## src/rtl/mw_timer_pkg.sv

```systemverilog
// rtl/mw_timer_pkg.sv - shared encodings and digit limits for the microwave timer sequencer
package mw_timer_pkg;

    localparam int DIGIT_W = 4;
    localparam logic [DIGIT_W-1:0] SEC_TENS_MAX = 4'd5;
    localparam logic [DIGIT_W-1:0] DIGIT_MAX    = 4'd9;

    typedef enum logic [2:0] {
        ST_IDLE  = 3'd0,
        ST_LOAD  = 3'd1,
        ST_RUN   = 3'd2,
        ST_PAUSE = 3'd3,
        ST_DONE  = 3'd4
    } mw_state_e;

    // The seconds-tens counter is mod 6, so keypad entries above 5 load as 5.
    function automatic logic [DIGIT_W-1:0] clamp_tens(input logic [DIGIT_W-1:0] v);
        return (v > SEC_TENS_MAX) ? SEC_TENS_MAX : v;
    endfunction

endpackage

```

## src/rtl/mw_tick_gen.sv

```systemverilog
// rtl/mw_tick_gen.sv - timer-second prescaler with run/hold/clear and a one-cycle tick
module mw_tick_gen #(
    parameter int TICK_DIV = 100
) (
    input  logic clk,
    input  logic rstn,
    input  logic run_i,
    input  logic clr_i,
    output logic tick_o
);

    localparam int CW = $clog2(TICK_DIV);
    localparam logic [CW-1:0] LAST = CW'(TICK_DIV - 1);

    logic [CW-1:0] cnt_q;
    logic [CW-1:0] cnt_d;

    always_comb begin
        cnt_d = cnt_q;
        if (clr_i) begin
            cnt_d = '0;
        end else if (run_i) begin
            cnt_d = (cnt_q == LAST) ? '0 : cnt_q + CW'(1);
        end
    end

    always_ff @(posedge clk) begin
        if (!rstn) begin
            cnt_q <= '0;
        end else begin
            cnt_q <= cnt_d;
        end
    end

    // Neither run_i low (hold) nor clr_i may produce a tick.
    assign tick_o = run_i && !clr_i && (cnt_q == LAST);

endmodule

```

## src/rtl/mw_timer_ctrl.sv

```systemverilog
// rtl/mw_timer_ctrl.sv - microwave countdown sequencer: keypad entry, counter load, per-second borrow enables
// Optional MW_TIMER_AUTOBEEP_EN: DONE returns to IDLE by itself after BEEP_TICKS timer seconds.
module mw_timer_ctrl
    import mw_timer_pkg::*;
#(
    parameter int TICK_DIV   = 100,
    parameter int BEEP_TICKS = 3
) (
    input  logic               clk,
    input  logic               rstn,
    input  logic               key_valid,
    input  logic [DIGIT_W-1:0] key_digit,
    input  logic               start,
    input  logic               stop,
    input  logic               clear,
    input  logic               door_closed,
    input  logic               zero_su,
    input  logic               zero_st,
    input  logic               zero_min,
    output logic [DIGIT_W-1:0] ld_su,
    output logic [DIGIT_W-1:0] ld_st,
    output logic [DIGIT_W-1:0] ld_min,
    output logic               loadn,
    output logic               en_su,
    output logic               en_st,
    output logic               en_min,
    output logic               mag_on,
    output logic               done,
    output logic [2:0]         state
);

`ifdef MW_TIMER_AUTOBEEP_EN
    localparam bit AUTOBEEP = 1'b1;
`else
    localparam bit AUTOBEEP = 1'b0;
`endif

    localparam int BW = $clog2(BEEP_TICKS + 1);
    localparam logic [BW-1:0] BEEP_LAST = BW'(BEEP_TICKS - 1);

    mw_state_e          state_q;
    logic [DIGIT_W-1:0] su_q, st_q, min_q;
    logic [BW-1:0]      beep_q;

    logic tick, tick_run, tick_clr;
    logic all_zero, leave_run, entry_nz, digit_ok, go_load;

    assign all_zero  = zero_su & zero_st & zero_min;
    assign leave_run = clear | ~door_closed | stop;
    assign entry_nz  = |{su_q, st_q, min_q};
    assign digit_ok  = key_valid && (key_digit <= DIGIT_MAX);
    assign go_load   = start & door_closed & ~stop & entry_nz;

    // Prescaler holds in PAUSE so a resumed second keeps its elapsed fraction.
    always_comb begin
        tick_run = 1'b0;
        tick_clr = 1'b0;
        case (state_q)
            ST_RUN: begin
                tick_run = ~leave_run & ~all_zero;
                tick_clr = ~leave_run & all_zero;
            end
            ST_DONE:  tick_run = AUTOBEEP & ~clear;
            ST_PAUSE: tick_run = 1'b0;
            default:  tick_clr = 1'b1;
        endcase
    end

    mw_tick_gen #(.TICK_DIV(TICK_DIV)) u_tick (
        .clk    (clk),
        .rstn   (rstn),
        .run_i  (tick_run),
        .clr_i  (tick_clr),
        .tick_o (tick)
    );

    always_ff @(posedge clk) begin
        if (!rstn) begin
            state_q <= ST_IDLE;
            su_q    <= '0;
            st_q    <= '0;
            min_q   <= '0;
            beep_q  <= '0;
            ld_su   <= '0;
            ld_st   <= '0;
            ld_min  <= '0;
            loadn   <= 1'b1;
            en_su   <= 1'b0;
            en_st   <= 1'b0;
            en_min  <= 1'b0;
            mag_on  <= 1'b0;
            done    <= 1'b0;
        end else begin
            loadn  <= 1'b1;
            en_su  <= 1'b0;
            en_st  <= 1'b0;
            en_min <= 1'b0;
            mag_on <= 1'b0;
            done   <= 1'b0;
            case (state_q)
                ST_IDLE: begin
                    if (clear) begin
                        {min_q, st_q, su_q}    <= '0;
                        {ld_min, ld_st, ld_su} <= '0;
                    end else if (go_load) begin
                        state_q <= ST_LOAD;
                        loadn   <= 1'b0;
                    end else if (digit_ok) begin
                        min_q  <= st_q;
                        st_q   <= su_q;
                        su_q   <= key_digit;
                        ld_min <= st_q;
                        ld_st  <= clamp_tens(su_q);
                        ld_su  <= key_digit;
                    end
                end
                ST_LOAD: begin
                    state_q <= ST_RUN;
                    mag_on  <= 1'b1;
                end
                ST_RUN: begin
                    if (clear) begin
                        state_q                <= ST_IDLE;
                        loadn                  <= 1'b0;
                        {min_q, st_q, su_q}    <= '0;
                        {ld_min, ld_st, ld_su} <= '0;
                    end else if (~door_closed | stop) begin
                        state_q <= ST_PAUSE;
                    end else if (all_zero) begin
                        state_q <= ST_DONE;
                        done    <= 1'b1;
                        beep_q  <= '0;
                    end else begin
                        mag_on <= 1'b1;
                        en_su  <= tick;
                        en_st  <= tick & zero_su;
                        en_min <= tick & zero_su & zero_st;
                    end
                end
                ST_PAUSE: begin
                    if (clear) begin
                        state_q                <= ST_IDLE;
                        loadn                  <= 1'b0;
                        {min_q, st_q, su_q}    <= '0;
                        {ld_min, ld_st, ld_su} <= '0;
                    end else if (door_closed & ~stop & start) begin
                        state_q <= ST_RUN;
                        mag_on  <= 1'b1;
                    end
                end
                ST_DONE: begin
                    if (clear) begin
                        state_q                <= ST_IDLE;
                        {min_q, st_q, su_q}    <= '0;
                        {ld_min, ld_st, ld_su} <= '0;
                    end else begin
                        done <= 1'b1;
                        if (AUTOBEEP && tick) begin
                            if (beep_q == BEEP_LAST) begin
                                state_q <= ST_IDLE;
                                done    <= 1'b0;
                            end else begin
                                beep_q <= beep_q + BW'(1);
                            end
                        end
                    end
                end
                default: state_q <= ST_IDLE;
            endcase
        end
    end

    assign state = state_q;

endmodule

```

## config.mk

```make
export PLATFORM = sky130hd
export DESIGN_NAME = mw_timer_ctrl
export DESIGN_NICKNAME = d
export VERILOG_FILES = /design/src/rtl/mw_timer_pkg.sv /design/src/rtl/mw_tick_gen.sv /design/src/rtl/mw_timer_ctrl.sv
export SDC_FILE = /design/constraint.sdc
export NUM_CORES = 1
export LEC_CHECK = 0
export CORE_MARGIN = 3
export CORE_UTILIZATION = 60
export CTS_BUF_LIST = sky130_fd_sc_hd__clkbuf_16
export DETAILED_ROUTE_END_ITERATION = 8
export DONT_BUFFER_PORTS = 1
export HOLD_SLACK_MARGIN = 0.05
export PLACE_DENSITY = 0.82
export SYNTH_ARGS = -nofsm -noshare
export SYNTH_HDL_FRONTEND = slang
export SYNTH_SLANG_ARGS = --single-unit
```

## constraint.sdc

```tcl
create_clock -name clk -period 2.3 [get_ports clk]
set_input_delay 0.345 -clock clk [delete_from_list [all_inputs] [get_ports clk]]
set_output_delay 0.345 -clock clk [all_outputs]
set_load 0.1 [all_outputs]
```

==> impl_metrics.csv, run 1 <==
group,metric,value,unit
status,status,"complete, no violations",
logic_synthesis,syn_inst,137,
clocking,cts_hold_repair.buffers,0,
critical_path,path_buf_inv,0,
global_routing,grt_remaining_overflow,0,
clocking,clockBufferDepth,2,
logic_synthesis,async_flop_share,0,
place,io_buffer_count,0,
global_routing,antenna_found_initial,0,
clocking,htreeDepth,2,
sta,fin_crit,1.88,ns
logic_synthesis,synthFlopType,"dfxtp_1",
logic_synthesis,synth.distinct_cells,45,
critical_path,worstPathCellList,"nor4b_4, nand3_2, or4_1, a21oi_1",
pwr,p_leak,0.624,nW
sta,slew_headroom,0.560,
critical_path,crit_type,"reg -> reg",
drt,via_per_inst,6.59,
clocking,cts_inserted_buffers,5,
floorplan,start_util,0.669,
drt,antenna_left,0,
logic_synthesis,synth_nets,152,
min_path,hold_class,"in -> reg",
flow_run,maxCapViolCount,0,
sta,worst_pin_slew,0.652,ns
floorplan,rows,16,
sta,skew,0.00426,ns
drt,drc,0,
drt,routed_wl,3400,um
finish,nNetsFinal,173,
global_routing,grt_usage,0.261,
floorplan,die_w,53.9,um
clocking,cts_setup_buffers,0,
finish,diodes,0,
logic_synthesis,synth.yosys.seq_area_share,0.465,
drt,drt-initial-drc-count,61,
clocking,clk_pin_slew,0.05,ns
floorplan,die_h,53.9,um
sta,fin_crit_sh,0.815,
global_routing,grt_max_degree,22,
logic_synthesis,yosys_warnings,0,
clocking,cts.sinks,32,
critical_path,cpMaxStageDelayCell,"or4_1",
floorplan,ios,35,
sta,slew_violations,0,
global_routing,grt_pass1_vias,1155,
finish,drive_gt1_frac,0.226,
critical_path,critPathTopFamily,"simple AND/OR/NAND/NOR gates",
sta,setup_tns,0,ns
drt,num_vias,1225,
floorplan,fp.dieArea,2910,um^2
clocking,clockRootBuffer,"clkbuf_16",
place,dp_hpwl,2430,um
logic_synthesis,synth_area_per_cell,10.1,um^2
place,globalplace.congestion,0.871,
critical_path,critPathMaxStageDelay,0.57,ns
sta,rsz0062_at_grt,"false",
critical_path,end_kind,"flop",
pwr,p_per_area,735,nW/um^2
drt,wl_per_cell,18.3,um
clocking,post_cts_resized,0,
finish,final_util,0.809,
sta,max_freq,0.533,GHz
critical_path,path_max_fanout,12,
pwr,irDropWorstVdd,658,uV
critical_path,crit_required,2.50,ns
logic_synthesis,ys_ff_latch,32,
finish,area_growth,21.0,%
global_routing,grt_first_pass_wirelength,5280,um
sta,hold_violations,0,
clocking,cts_tree,"built",
floorplan,core,2060,um^2
sta,setup_viol,0,
logic_synthesis,synth_edf_count,0,
logic_synthesis,syn_area,1380,um^2
drt,drt_first_pass_iters,4,
clocking,clock_latency,0.27,ns
critical_path,startpoint_type,"flop",
critical_path,arrival,2.07,ns
[sequential cells by signal, indices dropped and copies added (netlist names)]
| register | count |
|---|---|
| en_min | 1 |
| ld_st | 4 |
| en_su | 1 |
| st_q | 4 |
| mag_on | 1 |
| en_st | 1 |
| loadn | 1 |
| state | 3 |
| done | 1 |
| su_q | 4 |
| min_q | 4 |
| u_tick.cnt_q | 7 |
[layer usage]
metal  GRT usage  wire [um]
met5           0          0
met2       0.419       1690
met4      0.0766         32
met3      0.0970        299
met1       0.325       1380
[synth_stat cells (2+ instances only)]
library cell  number  share of area
mux2i_1            2          0.015
and3_1             3          0.014
a21oi_1            7          0.025
buf_4              3          0.016
nor3_1             5          0.018
xor2_1             2          0.013
or3_1              2         0.0091
nand2_1            8          0.022
buf_2              2         0.0073
a31oi_1            2         0.0091
o31ai_1            2          0.011
nand3_1            4          0.015
nor2b_1            2         0.0091
nand3b_1           2          0.011
o21ai_0            6          0.022
nand4_1            3          0.014
or4_1              2          0.011
nor2_1             5          0.014
dfxtp_1           32           0.46
and2_1             3          0.014
clkbuf_1           2         0.0054
a32o_1            13          0.094
nand2b_1           2         0.0091
nor4_1             2         0.0091
[stage by stage]
step	cell area, um^2	cells	setup slack (ns)	power, mW	hold slack [ns]
2_1_floorplan	1380	137	0.118	0.629	0.449
3_3_place_gp	1530	178	0.558	0.634	0.469
4_1_cts	1670	186	0.438	1.23	0.198
3_5_place_dp	1530	178	0.449	0.636	0.465
6_report	1670	186	0.425	1.23	0.202
5_1_grt	1670	186	0.275	1.26	0.201
[cell type report]
class | instances | area [um^2]
repair buffers | 21 | 158
multi-input cells | 98 | 698
flip-flops and latches | 32 | 642
clock inverters | 3 | 11.3
fillers | 124 | 394
well taps | 27 | 33.8
clock buffers | 5 | 125
[where the power goes]
group	switching (mW)	internal, mW	total (mW)
Sequential	0.00234	0.559	0.561
Clock	0.212	0.388	0.600
Combinational	0.0468	0.0180	0.0648
Total	0.261	0.964	1.23
[final timing paths]
path	cells after the start	end	from	slack (ns)
worst min-delay path	1	su_q[0]	key_digit[0]	0.20
worst min register to register	2	u_tick.cnt_q[1]	u_tick.cnt_q[1]	0.47
worst max register to register	4	u_tick.cnt_q[6]	state[0]	0.42
worst max-delay path	4	u_tick.cnt_q[6]	state[0]	0.42
[kinds of logic after synthesis]
kind of cell / share of synthesized area
adder cells (fa/ha/maj): 0.00907
flip-flops: 0.465
XOR/XNOR: 0.0127
AND/OR/NAND/NOR: 0.249
multiplexers: 0.0145
AO/OA/AOI/OAI: 0.221
buffers and inverters: 0.0290
[cell usage in the layout, fill, tap and decap left out, types with 3 or more instances in the layout]
| cell type | instances |
|---|---|
| and3_1 | 3 |
| nand3_1 | 4 |
| nand4_1 | 3 |
| and2_1 | 3 |
| a32o_1 | 13 |
| o21ai_0 | 6 |
| nor2_1 | 5 |
| nand2_1 | 8 |
| buf_4 | 21 |
| nor3_1 | 5 |
| clkbuf_16 | 5 |
| dfxtp_1 | 31 |
| a21oi_1 | 7 |
Note: power is estimated with default switching activity, not from simulation.
==> run 2, diff against run 1 <==
--- a/config.mk
+++ b/config.mk
@@ -6,12 +6,12 @@
 export NUM_CORES = 1
 export LEC_CHECK = 0
 export CORE_MARGIN = 3
-export CORE_UTILIZATION = 60
+export CORE_UTILIZATION = 54
 export CTS_BUF_LIST = sky130_fd_sc_hd__clkbuf_16
 export DETAILED_ROUTE_END_ITERATION = 8
 export DONT_BUFFER_PORTS = 1
 export HOLD_SLACK_MARGIN = 0.05
-export PLACE_DENSITY = 0.82
+export PLACE_DENSITY = 0.78
 export SYNTH_ARGS = -nofsm -noshare
 export SYNTH_HDL_FRONTEND = slang
 export SYNTH_SLANG_ARGS = --single-unit
==> constraint.sdc (replaced) <==
create_clock -name clk -period 1.6 [get_ports clk]
set_input_delay 0.24 -clock clk [delete_from_list [all_inputs] [get_ports clk]]
set_output_delay 0.24 -clock clk [all_outputs]
set_load 0.1 [all_outputs]
==> impl_metrics.csv, run 2 (synthesized netlist as in run 1, its figures left out) <==
group,metric,value,unit
status,status,"finished, violations left",
status,violations,"negative setup slack",
pwr,irDropWorstVdd,1080,uV
finish,mostFrequentLayoutCells,"buf_4, dfxtp_1, a32o_1, nand2_1, dfxtp_2",
global_routing,grt_remaining_overflow,0,
pwr,p_leak,0.730,nW
sta,slew_headroom,0.715,
global_routing,top_usage_layer,"met2",
critical_path,r2r_start,"state[0]",
critical_path,worstPathCellList,"buf_4, nor4b_4, nand4b_1, a21oi_2, buf_4, a32o_1",
place,io_buffer_count,0,
sta,fin_crit_sh,1.01,
finish,diodes,0,
clocking,cts.sinks,32,
global_routing,grt_use_met1,0.260,
clocking,cts_inserted_buffers,5,
min_path,worstHoldStart,"key_digit[3]",
drt,routed_wl,3810,um
clocking,cts_hold_repair.buffers,0,
critical_path,cpMaxStageDelayCell,"dfxtp_4",
sta,skew,0.00500,ns
global_routing,grt_max_degree,22,
floorplan,start_util,0.595,
sta,rsz0062_at_grt,"true",
critical_path,crit_required,1.81,ns
drt,num_vias,1325,
floorplan,die_h,56.5,um
sta,hold_violations,0,
critical_path,startpoint_type,"flop",
global_routing,grt_first_pass_wirelength,5550,um
global_routing,grt_pass1_vias,1245,
min_path,min_path_cells,1,
drt,drt-initial-drc-count,35,
flow_run,maxCapViolCount,0,
sta,fin_ws,-0.0234,ns
critical_path,path_buf_inv,2,
sta,max_freq,0.616,GHz
sta,worst_pin_slew,0.423,ns
critical_path,worst_path_most_repeated_cell,"buf_4",
critical_path,critPathTopFamily,"simple AND/OR/NAND/NOR gates",
clocking,clockBufferDepth,2,
critical_path,crit_type,"reg -> reg",
floorplan,fp.dieArea,3200,um^2
clocking,clock_latency,0.27,ns
place,placed_area,1620,um^2
critical_path,rrSetupSlack,-0.02,ns
critical_path,end_kind,"flop",
finish,top_register,"u_tick.cnt_q",
clocking,htreeDepth,2,
global_routing,use_met3,0.0989,
drt,drt_first_pass_iters,4,
floorplan,core,2320,um^2
finish,drive_gt1_frac,0.393,
pwr,p_per_area,959,nW/um^2
finish,final_cell_area,1880,um^2
floorplan,ios,35,
sta,slew_violations,0,
global_routing,grt.met2_usage,0.353,
finish,largest_reg_flops,7,
clocking,clockRootBuffer,"clkbuf_16",
critical_path,critPathMaxStageDelay,0.34,ns
clocking,clk_pin_slew,0.05,ns
critical_path,r2r_end,"st_q[2]",
drt,wl_per_cell,18.9,um
sta,setup_tns,-0.0880,ns
drt,via_per_inst,6.59,
finish,area_growth,36.7,%
global_routing,antenna_found_initial,0,
min_path,worst_hold_path.endpoint,"su_q[3]",
finish,final_common_cell,"buf_4",
critical_path,r2r_cells,6,
global_routing,grt_usage,0.220,
place,globalplace.congestion,0.826,
place,dp_hpwl,2390,um
sta,setup_viol,6,
floorplan,rows,17,
drt,drc,0,
drt,antenna_left,0,
critical_path,arrival,1.84,ns
floorplan,die_w,56.5,um
min_path,hold_class,"in -> reg",
critical_path,path_max_fanout,9,
sta,fin_crit,1.62,ns
clocking,cts_tree,"built",
finish,nNetsFinal,187,
## run 2: how the worst max path moves through the flow
stage	from	endpoint	slack, ns	cells after the start
final	state[0]	st_q[2]	-0.02	6
after global routing	state[0]	st_q[3]	-0.09	6
after CTS	state[0]	min_q[2]	0.009	5
after detailed placement	state[0]	u_tick.cnt_q[3]	-0.02	5
after global placement	state[0]	u_tick.cnt_q[6]	0.05	4
after floorplan	state[1]	su_q[0]	-0.08	6
## run 2: routing by layer
metal  wire [um]  vias up  share of wire
met5           0        -              0
met4          63        0          0.017
met2        1850       78           0.49
met1        1480      633           0.39
met3         419        9           0.11
li1            -      605              -
## run 2: cell type report
cell class / instances / area [um^2]
Clock buffer: 5 / 125
Clock inverter: 3 / 11.3
Fill cell: 125 / 434
Multi-Input combinational cell: 99 / 785
Sequential cell: 32 / 666
Tap cell: 28 / 35.0
Timing Repair Buffer: 34 / 263
## run 2: repair_timing
item,in CTS,in global routing
gates cloned,1,1
setup buffers,0,5
endpoints found under the setup margin,6,21
pin swaps,1,11
gates resized for setup,0,18
## run 2: power by group
group,internal (mW),switching [mW],leakage (nW)
Combinational,0.0502,0.0789,0.391
Sequential,0.797,0.00369,0.265
Clock,0.558,0.319,0.0738
## run 2: worst reg2reg max path, stage by stage, from the launching register on
cell      delay, ns
dfxtp_4        0.34
buf_4          0.17
nor4b_4        0.28
nand4b_1       0.20
a21oi_2        0.22
buf_4          0.20
a32o_1         0.15
## run 2: metrics by stage
step                      hold WS [ns]  power (mW)  utilization  setup WS, ns  instances
after floorplan                  0.362       0.903            -       -0.0758        137
after global placement           0.367       0.912        0.697        0.0488        186
after detailed placement         0.367       0.915        0.697       -0.0192        186
after CTS                       0.0879        1.78        0.759       0.00875        195
after global routing            0.0869        1.87        0.813       -0.0852        201
final                           0.0884        1.81        0.813       -0.0234        201
==> run 3, diff against run 2 <==
--- a/config.mk
+++ b/config.mk
@@ -6,12 +6,12 @@
 export NUM_CORES = 1
 export LEC_CHECK = 0
 export CORE_MARGIN = 3
-export CORE_UTILIZATION = 54
+export CORE_UTILIZATION = 65
 export CTS_BUF_LIST = sky130_fd_sc_hd__clkbuf_16
 export DETAILED_ROUTE_END_ITERATION = 8
 export DONT_BUFFER_PORTS = 1
 export HOLD_SLACK_MARGIN = 0.05
-export PLACE_DENSITY = 0.78
+export PLACE_DENSITY = 0.87
 export SYNTH_ARGS = -nofsm -noshare
 export SYNTH_HDL_FRONTEND = slang
 export SYNTH_SLANG_ARGS = --single-unit
==> constraint.sdc (replaced) <==
create_clock -name clk -period 1.9 [get_ports clk]
set_input_delay 0.38 -clock clk [delete_from_list [all_inputs] [get_ports clk]]
set_output_delay 0.38 -clock clk [all_outputs]
set_load 0.1 [all_outputs]
==> impl_metrics.csv, run 3 (synthesized netlist as in run 1, its figures left out) <==
group,metric,value,unit
status,status,"complete, no violations",
drt,routed_wl,3840,um
clocking,cts.sinks,32,
clocking,htreeDepth,2,
drt,drt_first_pass_iters,4,
finish,mostFrequentLayoutCells,"dfxtp_1, buf_4, a32o_1, nand2_1, a21oi_1",
floorplan,start_util,0.696,
place,globalplace.congestion,0.828,
critical_path,rrSetupSlack,0.13,ns
place,dp_cells,180,
floorplan,die_w,52.1,um
drt,wl_per_cell,20.3,um
sta,slew_headroom,0.635,
drt,drt-initial-drc-count,56,
min_path,hold_class,"in -> reg",
drt,drc,0,
global_routing,antenna_found_initial,1,
global_routing,grt_max_degree,22,
sta,fin_ws,0.130,ns
sta,skew,0.00257,ns
sta,max_freq,0.565,GHz
floorplan,ios,35,
sta,setup_viol,0,
floorplan,core,1980,um^2
finish,drive_gt1_frac,0.292,
finish,final_common_cell,"dfxtp_1",
clocking,cts_setup_buffers,0,
pwr,irDropWorstVdd,1300,uV
global_routing,grt_pass1_vias,1237,
drt,antenna_left,0,
place,io_buffer_count,0,
critical_path,path_max_fanout,10,
finish,area_growth,25.7,%
global_routing,grt_remaining_overflow,0,
finish,top_register,"u_tick.cnt_q",
critical_path,crit_type,"reg -> reg",
clocking,clockRootBuffer,"clkbuf_16",
sta,slew_violations,0,
clocking,clockBufferDepth,2,
finish,fin_cells,189,
floorplan,fp.dieArea,2710,um^2
pwr,p_per_area,961,nW/um^2
critical_path,crit_required,2.11,ns
critical_path,arrival,1.98,ns
clocking,cts_inserted_buffers,5,
drt,num_vias,1246,
critical_path,end_kind,"flop",
clocking,clock_latency,0.28,ns
global_routing,grt_usage,0.318,
sta,fin_crit,1.77,ns
place,dp_hpwl,2390,um
finish,largest_reg_flops,7,
sta,worst_pin_slew,0.544,ns
pwr,totalPowerFinal,1.66,mW
pwr,p_leak,0.648,nW
critical_path,cpMaxStageDelayCell,"or4_1",
sta,hold_violations,0,
floorplan,die_h,52.1,um
critical_path,critPathMaxStageDelay,0.57,ns
critical_path,worstPathCellList,"nor4b_4, nand3_2, or4_1, a21oi_1",
floorplan,rows,16,
flow_run,maxCapViolCount,0,
clocking,clk_pin_slew,0.05,ns
sta,fin_crit_sh,0.932,
drt,via_per_inst,6.59,
finish,nNetsFinal,175,
clocking,cts_tree,"built",
place,dp_slack,0.0671,ns
critical_path,startpoint_type,"flop",
finish,final_util,0.874,
global_routing,grt_first_pass_wirelength,6070,um
run 3: cell count changes in the layout (fill, tap and decap cells not counted), moves of 2 or more:
| cell | change |
|---|---|
| a21oi_2 | -2 |
| dfxtp_1 | +5 |
| buf_4 | -9 |
| nor4_1 | +2 |
| inv_1 | -2 |
| a21o_4 | -2 |
| dfxtp_4 | -3 |
| buf_6 | -2 |
| dfxtp_2 | -2 |
run 3: worst paths after layout:
path,cells past startpoint,endpoint,start
setup reg to reg,4,u_tick.cnt_q[5],state[0]
setup / recovery,4,u_tick.cnt_q[5],state[0]
hold reg to reg,2,u_tick.cnt_q[1],u_tick.cnt_q[1]
hold / removal,1,en_st,zero_su
run 3: layout make-up:
| cell class | instances | area (um^2) |
|---|---|---|
| well taps | 27 | 33.8 |
| clock inverters | 3 | 41.3 |
| flip-flops and latches | 32 | 652 |
| fillers | 104 | 249 |
| diodes | 1 | 2.50 |
| repair buffers | 23 | 173 |
| multi-input cells | 98 | 706 |
| clock buffers | 5 | 125 |
run 3: through the flow:
step	setup TNS, ns	hold slack (ns)	cell area [um^2]
after floorplan	0	0.449	1390
after global placement	0	0.462	1560
after detailed placement	0	0.471	1560
after CTS	0	0.220	1720
after global routing	-0.000216	0.227	1730
final	0	0.221	1730
run 3: per-layer routing:
| layer | track usage | wire [um] | up-vias |
|---|---|---|---|
| li1 | - | - | 579 |
| met1 | 0.332 | 1410 | 577 |
| met4 | 0.175 | 164 | 0 |
| met3 | 0.115 | 256 | 20 |
| met5 | 0 | 0 | - |
| met2 | 0.548 | 2010 | 70 |
run 3: where the power goes:
| group | internal [mW] | total [mW] | leakage (nW) | switching (mW) |
|---|---|---|---|---|
| combinational | 0.0226 | 0.0809 | 0.302 | 0.0583 |
| clock | 0.615 | 0.906 | 0.0841 | 0.290 |
| sequential | 0.675 | 0.678 | 0.262 | 0.00349 |
| total | 1.31 | 1.66 | 0.648 | 0.352 |
run 3: repair_timing:
item / in CTS / in global routing
setup endpoints to repair: 0 / 14
endpoints found under the hold margin: 0 / 0
hold buffers: 0 / 0
gates resized for setup: 0 / 1
run 3: worst max-delay path, delay by kind of cell, from the launching register on:
family	cells	cell delay [ns]
AOI/OAI and AO/OA	1	0.16
DFF	1	0.38
and+or+nand+nor	3	1.16
